$ cat src/rtl/panel_image_loader_if.sv
// Byte-stream input and image-store write bus of the panel image loader.
// The slave side is the loader; the master side feeds bytes and receives writes.
interface panel_image_loader_if #(
  parameter int SLOT_W = 2,
  parameter int ADDR_W = 12
);
  logic [7:0]               in_data;
  logic                     in_valid;
  logic                     in_ready;
  logic                     wr_en;
  logic [SLOT_W+ADDR_W-1:0] wr_addr;
  logic [23:0]              wr_data;

  modport master (
    output in_data,
    output in_valid,
    input  in_ready,
    input  wr_en,
    input  wr_addr,
    input  wr_data
  );

  modport slave (
    input  in_data,
    input  in_valid,
    output in_ready,
    output wr_en,
    output wr_addr,
    output wr_data
  );
endinterface

$ cat src/rtl/panel_image_loader.sv
// Assembles a framed R,G,B byte stream into 24-bit pixel writes for one image slot
// and commits the slot only once the trailer checksum matches.
module panel_image_loader #(
  parameter int         PIXELS         = 4096,
  parameter int         ADDR_W         = 12,
  parameter int         SLOT_W         = 2,
  parameter logic [7:0] SYNC_BYTE      = 8'hA5,
  parameter int         TIMEOUT_CYCLES = 1000000
) (
  input  logic              clk,
  input  logic              rst,
  panel_image_loader_if.slave io_bus,
  output logic              o_busy,
  output logic              o_load_done,
  output logic              o_load_err,
  output logic [1:0]        o_err_code,
  output logic [SLOT_W-1:0] o_load_slot
);

  localparam int TMO_W = (TIMEOUT_CYCLES > 1) ? $clog2(TIMEOUT_CYCLES) : 1;
  localparam logic [TMO_W-1:0]  TMO_LAST = TMO_W'(TIMEOUT_CYCLES - 1);
  localparam logic [ADDR_W-1:0] IDX_LAST = ADDR_W'(PIXELS - 1);

  localparam logic [1:0] ERR_SLOT  = 2'd1;
  localparam logic [1:0] ERR_CKSUM = 2'd2;
  localparam logic [1:0] ERR_TMO   = 2'd3;

  typedef enum logic [1:0] {
    S_IDLE,
    S_SLOT,
    S_PIXEL,
    S_CKSUM
  } state_t;

  state_t r_state;
  state_t w_next;

  logic [TMO_W-1:0]         r_tmo;
  logic [7:0]               r_cksum;
  logic [SLOT_W-1:0]        r_slot;
  logic [ADDR_W-1:0]        r_idx;
  logic [1:0]               r_phase;
  logic [7:0]               r_red;
  logic [7:0]               r_grn;
  logic                     r_wr_en_p1;
  logic [SLOT_W+ADDR_W-1:0] r_wr_addr_p1;
  logic [23:0]              r_wr_data_p1;
  logic                     r_busy;
  logic                     r_done;
  logic                     r_err;
  logic [1:0]               r_err_code;
  logic [SLOT_W-1:0]        r_load_slot;

  logic w_ready;
  logic w_acc;
  logic w_start;
  logic w_slot_ok;
  logic w_slot_bad;
  logic w_px_acc;
  logic w_px_wr;
  logic w_ck_good;
  logic w_ck_bad;
  logic w_tmo;

  function automatic logic [7:0] f_cksum_add(input logic [7:0] a, input logic [7:0] b);
    return a + b;
  endfunction

  function automatic logic f_slot_ok(input logic [7:0] b);
    return (b >> SLOT_W) == 8'd0;
  endfunction

  // Every byte is consumed in one cycle, so readiness only depends on reset.
  assign w_ready         = !rst;
  assign w_acc           = io_bus.in_valid && w_ready;
  assign io_bus.in_ready = w_ready;

  always_ff @(posedge clk or posedge rst) begin
    if (rst) begin
      r_state <= S_IDLE;
    end else begin
      r_state <= w_next;
    end
  end

  always_comb begin
    w_next     = r_state;
    w_start    = 1'b0;
    w_slot_ok  = 1'b0;
    w_slot_bad = 1'b0;
    w_px_acc   = 1'b0;
    w_px_wr    = 1'b0;
    w_ck_good  = 1'b0;
    w_ck_bad   = 1'b0;
    w_tmo      = 1'b0;
    case (r_state)
      S_IDLE: begin
        if (w_acc && io_bus.in_data == SYNC_BYTE) begin
          w_start = 1'b1;
          w_next  = S_SLOT;
        end
      end
      S_SLOT: begin
        if (w_acc) begin
          if (f_slot_ok(io_bus.in_data)) begin
            w_slot_ok = 1'b1;
            w_next    = S_PIXEL;
          end else begin
            w_slot_bad = 1'b1;
            w_next     = S_IDLE;
          end
        end
      end
      S_PIXEL: begin
        if (w_acc) begin
          w_px_acc = 1'b1;
          if (r_phase == 2'd2) begin
            w_px_wr = 1'b1;
            if (r_idx == IDX_LAST) begin
              w_next = S_CKSUM;
            end
          end
        end
      end
      S_CKSUM: begin
        if (w_acc) begin
          if (io_bus.in_data == r_cksum) begin
            w_ck_good = 1'b1;
          end else begin
            w_ck_bad = 1'b1;
          end
          w_next = S_IDLE;
        end
      end
      default: w_next = S_IDLE;
    endcase
    // An idle cycle with the counter already at its limit abandons the frame.
    if (r_state != S_IDLE && !w_acc && r_tmo == TMO_LAST) begin
      w_tmo  = 1'b1;
      w_next = S_IDLE;
    end
  end

  // Stage p0: byte capture, checksum accumulation and pixel assembly
  always_ff @(posedge clk or posedge rst) begin
    if (rst) begin
      r_tmo   <= '0;
      r_cksum <= '0;
      r_slot  <= '0;
      r_idx   <= '0;
      r_phase <= '0;
      r_red   <= '0;
      r_grn   <= '0;
    end else begin
      if (r_state == S_IDLE || w_acc || w_tmo) begin
        r_tmo <= '0;
      end else begin
        r_tmo <= r_tmo + 1'b1;
      end

      if (w_start) begin
        r_cksum <= '0;
      end else if (w_slot_ok || w_px_acc) begin
        r_cksum <= f_cksum_add(r_cksum, io_bus.in_data);
      end

      if (w_slot_ok) begin
        r_slot  <= io_bus.in_data[SLOT_W-1:0];
        r_idx   <= '0;
        r_phase <= '0;
      end else if (w_px_acc) begin
        case (r_phase)
          2'd0: begin
            r_red   <= io_bus.in_data;
            r_phase <= 2'd1;
          end
          2'd1: begin
            r_grn   <= io_bus.in_data;
            r_phase <= 2'd2;
          end
          default: begin
            r_phase <= 2'd0;
            if (r_idx != IDX_LAST) begin
              r_idx <= r_idx + 1'b1;
            end
          end
        endcase
      end
    end
  end

  // Stage p1: registered memory write and frame status outputs
  always_ff @(posedge clk or posedge rst) begin
    if (rst) begin
      r_wr_en_p1   <= 1'b0;
      r_wr_addr_p1 <= '0;
      r_wr_data_p1 <= '0;
      r_busy       <= 1'b0;
      r_done       <= 1'b0;
      r_err        <= 1'b0;
      r_err_code   <= '0;
      r_load_slot  <= '0;
    end else begin
      r_wr_en_p1 <= w_px_wr;
      if (w_px_wr) begin
        r_wr_addr_p1 <= {r_slot, r_idx};
        r_wr_data_p1 <= {r_red, r_grn, io_bus.in_data};
      end

      r_done <= w_ck_good;
      r_err  <= w_slot_bad || w_ck_bad || w_tmo;

      if (w_slot_bad) begin
        r_err_code <= ERR_SLOT;
      end else if (w_ck_bad) begin
        r_err_code <= ERR_CKSUM;
      end else if (w_tmo) begin
        r_err_code <= ERR_TMO;
      end

      if (w_ck_good) begin
        r_load_slot <= r_slot;
      end

      if (w_start) begin
        r_busy <= 1'b1;
      end else if (w_ck_good || w_ck_bad || w_slot_bad || w_tmo) begin
        r_busy <= 1'b0;
      end
    end
  end

  assign io_bus.wr_en   = r_wr_en_p1;
  assign io_bus.wr_addr = r_wr_addr_p1;
  assign io_bus.wr_data = r_wr_data_p1;
  assign o_busy         = r_busy;
  assign o_load_done    = r_done;
  assign o_load_err     = r_err;
  assign o_err_code     = r_err_code;
  assign o_load_slot    = r_load_slot;

endmodule

$ cat src/flat_wrapper.sv
// flat-port wrapper written by rule: the top's interface ports become plain ports
module panel_image_loader_flat 
#(
  parameter int         PIXELS         = 4096,
  parameter int         ADDR_W         = 12,
  parameter int         SLOT_W         = 2,
  parameter logic [7:0] SYNC_BYTE      = 8'hA5,
  parameter int         TIMEOUT_CYCLES = 1000000
)
  (clk, rst, o_busy, o_load_done, o_load_err, o_err_code, o_load_slot, io_bus_in_data, io_bus_in_valid, io_bus_in_ready, io_bus_wr_en, io_bus_wr_addr, io_bus_wr_data);
  panel_image_loader_if #(.SLOT_W(SLOT_W), .ADDR_W(ADDR_W)) io_bus_i ();
  input  logic clk;
  input  logic rst;
  output logic o_busy;
  output logic o_load_done;
  output logic o_load_err;
  output logic [1:0] o_err_code;
  output logic [SLOT_W-1:0] o_load_slot;
  input wire logic [$bits(io_bus_i.in_data)-1:0] io_bus_in_data;
  input wire logic [$bits(io_bus_i.in_valid)-1:0] io_bus_in_valid;
  output wire logic [$bits(io_bus_i.in_ready)-1:0] io_bus_in_ready;
  output wire logic [$bits(io_bus_i.wr_en)-1:0] io_bus_wr_en;
  output wire logic [$bits(io_bus_i.wr_addr)-1:0] io_bus_wr_addr;
  output wire logic [$bits(io_bus_i.wr_data)-1:0] io_bus_wr_data;
  assign io_bus_i.in_data = io_bus_in_data;
  assign io_bus_i.in_valid = io_bus_in_valid;
  assign io_bus_in_ready = io_bus_i.in_ready;
  assign io_bus_wr_en = io_bus_i.wr_en;
  assign io_bus_wr_addr = io_bus_i.wr_addr;
  assign io_bus_wr_data = io_bus_i.wr_data;
  panel_image_loader #(.PIXELS(PIXELS), .ADDR_W(ADDR_W), .SLOT_W(SLOT_W), .SYNC_BYTE(SYNC_BYTE), .TIMEOUT_CYCLES(TIMEOUT_CYCLES)) u_core (.clk(clk), .rst(rst), .io_bus(io_bus_i), .o_busy(o_busy), .o_load_done(o_load_done), .o_load_err(o_load_err), .o_err_code(o_err_code), .o_load_slot(o_load_slot));
endmodule
$ cat config.mk
export PLATFORM = sky130hd
export DESIGN_NAME = panel_image_loader_flat
export DESIGN_NICKNAME = d
export VERILOG_FILES = /design/src/rtl/panel_image_loader_if.sv /design/src/rtl/panel_image_loader.sv /design/src/flat_wrapper.sv
export SDC_FILE = /design/constraint.sdc
export NUM_CORES = 1
export LEC_CHECK = 0
export ABC_AREA = 1
export CORE_MARGIN = 2
export CORE_UTILIZATION = 61
export CTS_CLUSTER_DIAMETER = 80
export DETAILED_ROUTE_END_ITERATION = 7
export PLACE_DENSITY = 0.92
export SLEW_MARGIN = 20
export SYNTH_ARGS = -nofsm -noshare
export SYNTH_HDL_FRONTEND = slang
export SYNTH_SLANG_ARGS = --single-unit
$ cat constraint.sdc
create_clock -name clk -period 4.85 [get_ports clk]
set_input_delay 1.455 -clock clk [delete_from_list [all_inputs] [get_ports clk]]
set_output_delay 1.455 -clock clk [all_outputs]
set_load 0.02 [all_outputs]
==> flow_metrics.tcl, run 1 <==
set metrics [dict create \
    maxCapViolations 0 \
    grt_pass1_wl_um 18860 \
    clock.fmax_mhz 249.4 \
    slew_headroom 0.5178 \
    required_ns 3.39 \
    cts_buffer_depth 2 \
    root_buffer "clkbuf_8" \
    port_buffers 57 \
    drtPass1Iterations 5 \
    clk_transition_reported_paths_ns 0.12 \
    cts_sinks 108 \
    holdCritStartpoint "u_core.r_red[3]" \
    fin_hold_ws_ns 0.4880 \
    placedInstanceArea_um2 5788 \
    p_per_area_nw_per_um2 529.0 \
    syn_to_final_growth_pct 16.03 \
    fin_area_um2 5995 \
    grt_max_degree 84 \
    ios 58 \
    period_needed_ns 4.010 \
    gp_congestion 0.9214 \
    ys_types 35 \
    vias 4347 \
    antennaDiodeCount 0 \
    dp_hpwl_um 8191 \
    finalClockSkew_ns 0.01442 \
    grt_pass1_vias 4139 \
    min_to "u_core.io_bus.wr_data[19]" \
    drc 0 \
    core.rowCount 33 \
    coreArea_um2 8217 \
    crit_type "in2out" \
    p_clk_frac 0.173 \
    tightest_slew_ns 0.7233 \
    wire_per_inst_um 14.60 \
    cts_buffers 9 \
    rsz0062_at_grt "no" \
    finalWirelength_um 11470 \
    reg2reg_depth 8 \
    p_switching_w 0.001267 \
    cts_setup_buffers 0 \
    timing.rr.end "u_core.r_tmo[11]" \
    p_leak_nw 2.917 \
    antenna_left 0 \
    rr_startpoint "u_core.r_tmo[0]" \
    cts_hold_buf 0 \
    critPathLaunchType "input port" \
    crit_arrival_ns 2.55 \
    seq_area_frac_synth 0.5231 \
    drt_iter0_markers 222 \
    seqPwrFrac 0.449 \
    yosys_warnings 0 \
    overflow 0 \
    r2r_setup_slack_ns 2.68 \
    postSynthCellCount 620 \
    fillers 563 \
    drv_slew 0 \
    place_ws_ns 0.8433 \
    synth_seq_cells 108 \
    irDropWorstVdd_v 0.0003269 \
    seqCellArea_um2 2703 \
    start_util 0.6287 \
    hold_depth 2 \
    swShare 0.3996 \
    tritoncts "yes" \
    htree_levels 3 \
    dieArea_um2 9222 \
    clock_latency_ns 0.38 \
    fin_crit_sh 0.8268 \
    final_nets 697 \
    status "complete, no violations" \
    final.setup.worst_slack_ns 0.8400 \
    die_h_um 96.03 \
    syn_nets 641 \
    vias_per_cell 5.531 \
    antenna_found_initial 0 \
    syn_area_um2 5166 \
    fin_tns_setup_ns 0 \
    multiInputGateArea_um2 2085 \
    avgSynthCellArea_um2 8.333 \
    setup_viol 0 \
    worst-path-max-fanout 2 \
    hp-class "reg2reg" \
    finalHoldViolCount 0 \
    cts_resized 0 \
    end_kind "output port" \
    p_comb_frac 0.378 \
    track_usage 0.2642 \
    die_w_um 96.03 \
    intPower_w 0.001904 \
    drive_above_1_share 0.07048 \
]
## cell families after synthesis
logic type,count (synthesis),share of synthesized area
simple gates,320,0.2705
buf+inv,87,0.07338
compound gates,79,0.08017
flops,108,0.5231
xor+xnor,16,0.02713
fa+ha+maj,10,0.02567
## synthesized netlist by cell type
cell type,number,area [um2]
fa_1,1,20.02
dfrtp_1,108,2703
nand2_1,178,668.1
o21ai_0,45,225.2
o21ai_1,16,80.08
nand3_4,2,35.03
a21o_1,2,15.01
nor2_1,54,202.7
a21oi_1,10,50.05
or2_2,1,6.260
inv_1,63,236.5
a31oi_1,2,12.51
nor3b_1,1,7.510
clkinv_2,1,5.000
nand3_1,43,215.2
nor2_2,4,25.02
a211oi_1,1,7.510
nand3_2,3,30.03
nand2_4,1,11.26
buf_4,2,15.01
buf_2,7,35.03
o211ai_1,1,7.510
ha_1,9,112.6
a21boi_0,1,7.510
o21ai_2,1,8.760
nand2_2,6,37.54
buf_6,4,45.04
nor3_1,16,80.08
xnor2_1,1,8.760
inv_4,1,6.260
inv_2,7,26.28
xor2_1,15,131.4
clkbuf_2,2,10.01
nor2_4,2,22.52
nand4_1,9,56.30
## worst max path at each step
stage	start	end	slack [ns]	cells after the start
after floorplan	rst	io_bus_in_ready	0.65	1
final	rst	io_bus_in_ready	0.84	3
after global routing	rst	io_bus_in_ready	0.80	3
after global placement	rst	io_bus_in_ready	0.84	3
after CTS	rst	io_bus_in_ready	0.83	3
after detailed placement	rst	io_bus_in_ready	0.84	3
## state kept, by name, indices dropped and copies added (netlist names), 8 cells and up
| register | count |
|---|---|
| u_core.r_cksum | 8 |
| u_core.io_bus.wr_addr | 14 |
| u_core.r_grn | 8 |
| u_core.r_red | 8 |
| u_core.r_idx | 12 |
| u_core.r_tmo | 20 |
| u_core.io_bus.wr_data | 24 |
## worst max-delay path: stages
cell and delay [ns]:
clkdlybuf4s50_1 0.45, inv_4 0.06, clkdlybuf4s50_1 0.59
## metal layers
metal,share of wire,global-route usage
met5,0,0
met3,0.054,0.04150
met1,0.43,0.3581
met4,0.024,0.1274
met2,0.49,0.4178
## power by group through the flow
stage / combinational, W / clock, W / sequential [W]
2_1_floorplan: 0.000620 / 0 / 0.00154
3_3_place_gp: 0.00113 / 0 / 0.00141
3_5_place_dp: 0.00119 / 0 / 0.00143
4_1_cts: 0.00120 / 0.000555 / 0.00142
5_1_grt: 0.00133 / 0.000594 / 0.00145
6_report: 0.00120 / 0.000548 / 0.00142
## per-stage QoR
step	cells	total power (W)	utilization
floorplan	620	0.002163	-
global placement	770	0.002538	0.7044
detailed placement	770	0.002626	0.7044
CTS	786	0.003173	0.7291
global route	786	0.003382	0.7296
finish	786	0.003171	0.7296
## area by class of cell
class,count,area share
Clock buffer,9,0.02066
Clock inverter,7,0.01315
Inverter,72,0.04613
Multi-Input combinational cell,425,0.3477
Sequential cell,108,0.4508
Tap cell,105,0.02192
Timing Repair Buffer,60,0.09956
## placed cells by master, fill, tap and decap left out, types with 2 or more instances in the layout
cell	instances
ha_1	9
a31oi_1	2
a21oi_1	10
nand3_2	3
inv_1	63
clkinv_8	2
nor2_1	54
o21ai_1	16
buf_4	2
nand2_1	178
inv_4	2
nor3_1	16
nor2_2	4
a21o_1	2
nand2_2	6
clkdlybuf4s50_1	57
inv_2	6
xor2_1	15
nand3_4	2
dfrtp_1	108
clkbuf_8	9
nand3_1	43
clkinv_4	2
o21ai_0	45
nand4_1	9
nor2_4	2
inv_6	2
Power figures use the tool's default switching activity.
==> inputs of run 2 (changes only) <==
--- a/config.mk
+++ b/config.mk
@@ -7,10 +7,10 @@
 export LEC_CHECK = 0
 export ABC_AREA = 1
 export CORE_MARGIN = 2
-export CORE_UTILIZATION = 61
+export CORE_UTILIZATION = 51
 export CTS_CLUSTER_DIAMETER = 80
 export DETAILED_ROUTE_END_ITERATION = 7
-export PLACE_DENSITY = 0.92
+export PLACE_DENSITY = 0.82
 export SLEW_MARGIN = 20
 export SYNTH_ARGS = -nofsm -noshare
 export SYNTH_HDL_FRONTEND = slang
==> constraint.sdc (replaced) <==
create_clock -name clk -period 3.5 [get_ports clk]
set_input_delay 1.05 -clock clk [delete_from_list [all_inputs] [get_ports clk]]
set_output_delay 1.05 -clock clk [all_outputs]
set_load 0.02 [all_outputs]
==> flow_metrics.tcl, run 2 (synthesized netlist as in run 1, its figures left out) <==
set metrics [dict create \
    slew_headroom 0.4951 \
    use_met2 0.3543 \
    crit_type "in2out" \
    grt_pass1_vias 4171 \
    wire_per_inst_um 13.43 \
    critPathLaunchType "input port" \
    cts_buffer_depth 2 \
    overflow 0 \
    maxCapViolations 0 \
    vias 4305 \
    tightest_slew_ns 0.7574 \
    cts_sinks 108 \
    antenna_left 0 \
    r2r_setup_slack_ns 1.53 \
    drc 0 \
    dieArea_um2 10950 \
    tritoncts "yes" \
    clock_latency_ns 0.38 \
    holdCritStartpoint "u_core.r_grn[6]" \
    end_kind "output port" \
    required_ns 2.45 \
    hold_depth 2 \
    p_leak_nw 2.937 \
    startpoint "rst" \
    die_h_um 104.6 \
    gp_congestion 0.8735 \
    p_comb_frac 0.377 \
    use_met1 0.2692 \
    seqPwrFrac 0.445 \
    grt-busiest-layer "met2" \
    p_clk_frac 0.178 \
    p_switching_w 0.001727 \
    grt_max_degree 62 \
    root_buffer "clkbuf_8" \
    period_needed_ns 3.258 \
    start_util 0.5261 \
    htree_levels 3 \
    syn_to_final_growth_pct 17.32 \
    final_nets 701 \
    layout_commonest_cell "nand2_1" \
    ios 58 \
    mostFrequentLayoutCells "nand2_1, dfrtp_1, inv_1" \
    setup_viol 0 \
    crit_arrival_ns 2.21 \
    min_to "u_core.io_bus.wr_data[14]" \
    reg2reg_depth 7 \
    finalPower_w 0.004382 \
    die_w_um 104.6 \
    hp-class "reg2reg" \
    antenna_found_initial 0 \
    clk_transition_reported_paths_ns 0.12 \
    fin_tns_setup_ns 0 \
    cts_setup_buffers 0 \
    antennaDiodeCount 0 \
    rsz0062_at_grt "no" \
    swShare 0.3940 \
    coreArea_um2 9819 \
    cts_hold_buf 0 \
    rr_startpoint "u_core.r_tmo[0]" \
    timing.rr.end "u_core.r_tmo[8]" \
    irDropWorstVdd_v 0.0004279 \
    finalHoldViolCount 0 \
    cts_buffers 9 \
    core.rowCount 36 \
    grt_pass1_wl_um 18710 \
    largest_register_ffs 24 \
    drt_iter0_markers 185 \
    drtPass1Iterations 5 \
    port_buffers 57 \
    track_usage 0.2077 \
    dp_hpwl_um 7895 \
    finalClockSkew_ns 0.008946 \
    globalRouteMet3Util 0.04242 \
    p_per_area_nw_per_um2 723.1 \
    drv_slew 0 \
    worst-path-max-fanout 2 \
    drive_above_1_share 0.07591 \
    cts_resized 0 \
    finalWirelength_um 10990 \
    clock.fmax_mhz 306.9 \
    intPower_w 0.002656 \
    vias_per_cell 5.263 \
    status "complete, no violations" \
    fin_crit_sh 0.9309 \
]
## run 2: changes by cell type in the layout (fill, tap and decap cells not counted)
cell,before,now
buf_4,2,7
inv_12,0,1
buf_6,1,0
inv_6,2,1
clkinv_4,2,1
inv_8,1,3
clkinv_8,2,1
## run 2: how the worst max path moves through the flow
stage                     slack [ns]              end
after floorplan                 0.11  io_bus_in_ready
after global placement          0.23  io_bus_in_ready
after detailed placement        0.23  io_bus_in_ready
after CTS                       0.23  io_bus_in_ready
after global routing            0.23  io_bus_in_ready
final                           0.24  io_bus_in_ready
## run 2: critical path, stage by stage
cell and delay, ns:
clkdlybuf4s50_1 0.44, inv_4 0.10, clkdlybuf4s50_1 0.61
## run 2: area by class of cell
type / count / area (um2)
Fill cell: 865 / 3759
Sequential cell: 108 / 2703
Multi-Input combinational cell: 425 / 2085
Timing Repair Buffer: 64 / 623.1
Inverter: 72 / 276.5
Tap cell: 133 / 166.4
Clock buffer: 9 / 123.9
Clock inverter: 7 / 83.83
## run 2: stage by stage
step / hold slack (ns) / cells / cell area (um2) / setup slack (ns) / utilization
4_1_cts: 0.4904 / 818 / 6061 / 0.2298 / 0.6172
5_1_grt: 0.5043 / 818 / 6061 / 0.2299 / 0.6172
2_1_floorplan: 0.4422 / 620 / 5166 / 0.1109 / -
6_report: 0.4831 / 818 / 6061 / 0.2420 / 0.6172
3_3_place_gp: 0.4559 / 802 / 5853 / 0.2325 / 0.5961
3_5_place_dp: 0.4601 / 802 / 5853 / 0.2298 / 0.5961
## run 2: per-layer routing
layer  up-vias  wire length [um]
met5         -                 0
met1      2052              4836
li1       2102                 -
met4         0               135
met2       135              5494
met3        16               523
## run 2: power groups by stage
| stage | clock, W | sequential (W) | combinational [W] |
|---|---|---|---|
| after floorplan | 0 | 0.00214 | 0.000860 |
| after global placement | 0 | 0.00195 | 0.00159 |
| after detailed placement | 0 | 0.00197 | 0.00165 |
| after CTS | 0.000801 | 0.00195 | 0.00166 |
| after global routing | 0.000837 | 0.00200 | 0.00184 |
| final | 0.000781 | 0.00195 | 0.00165 |
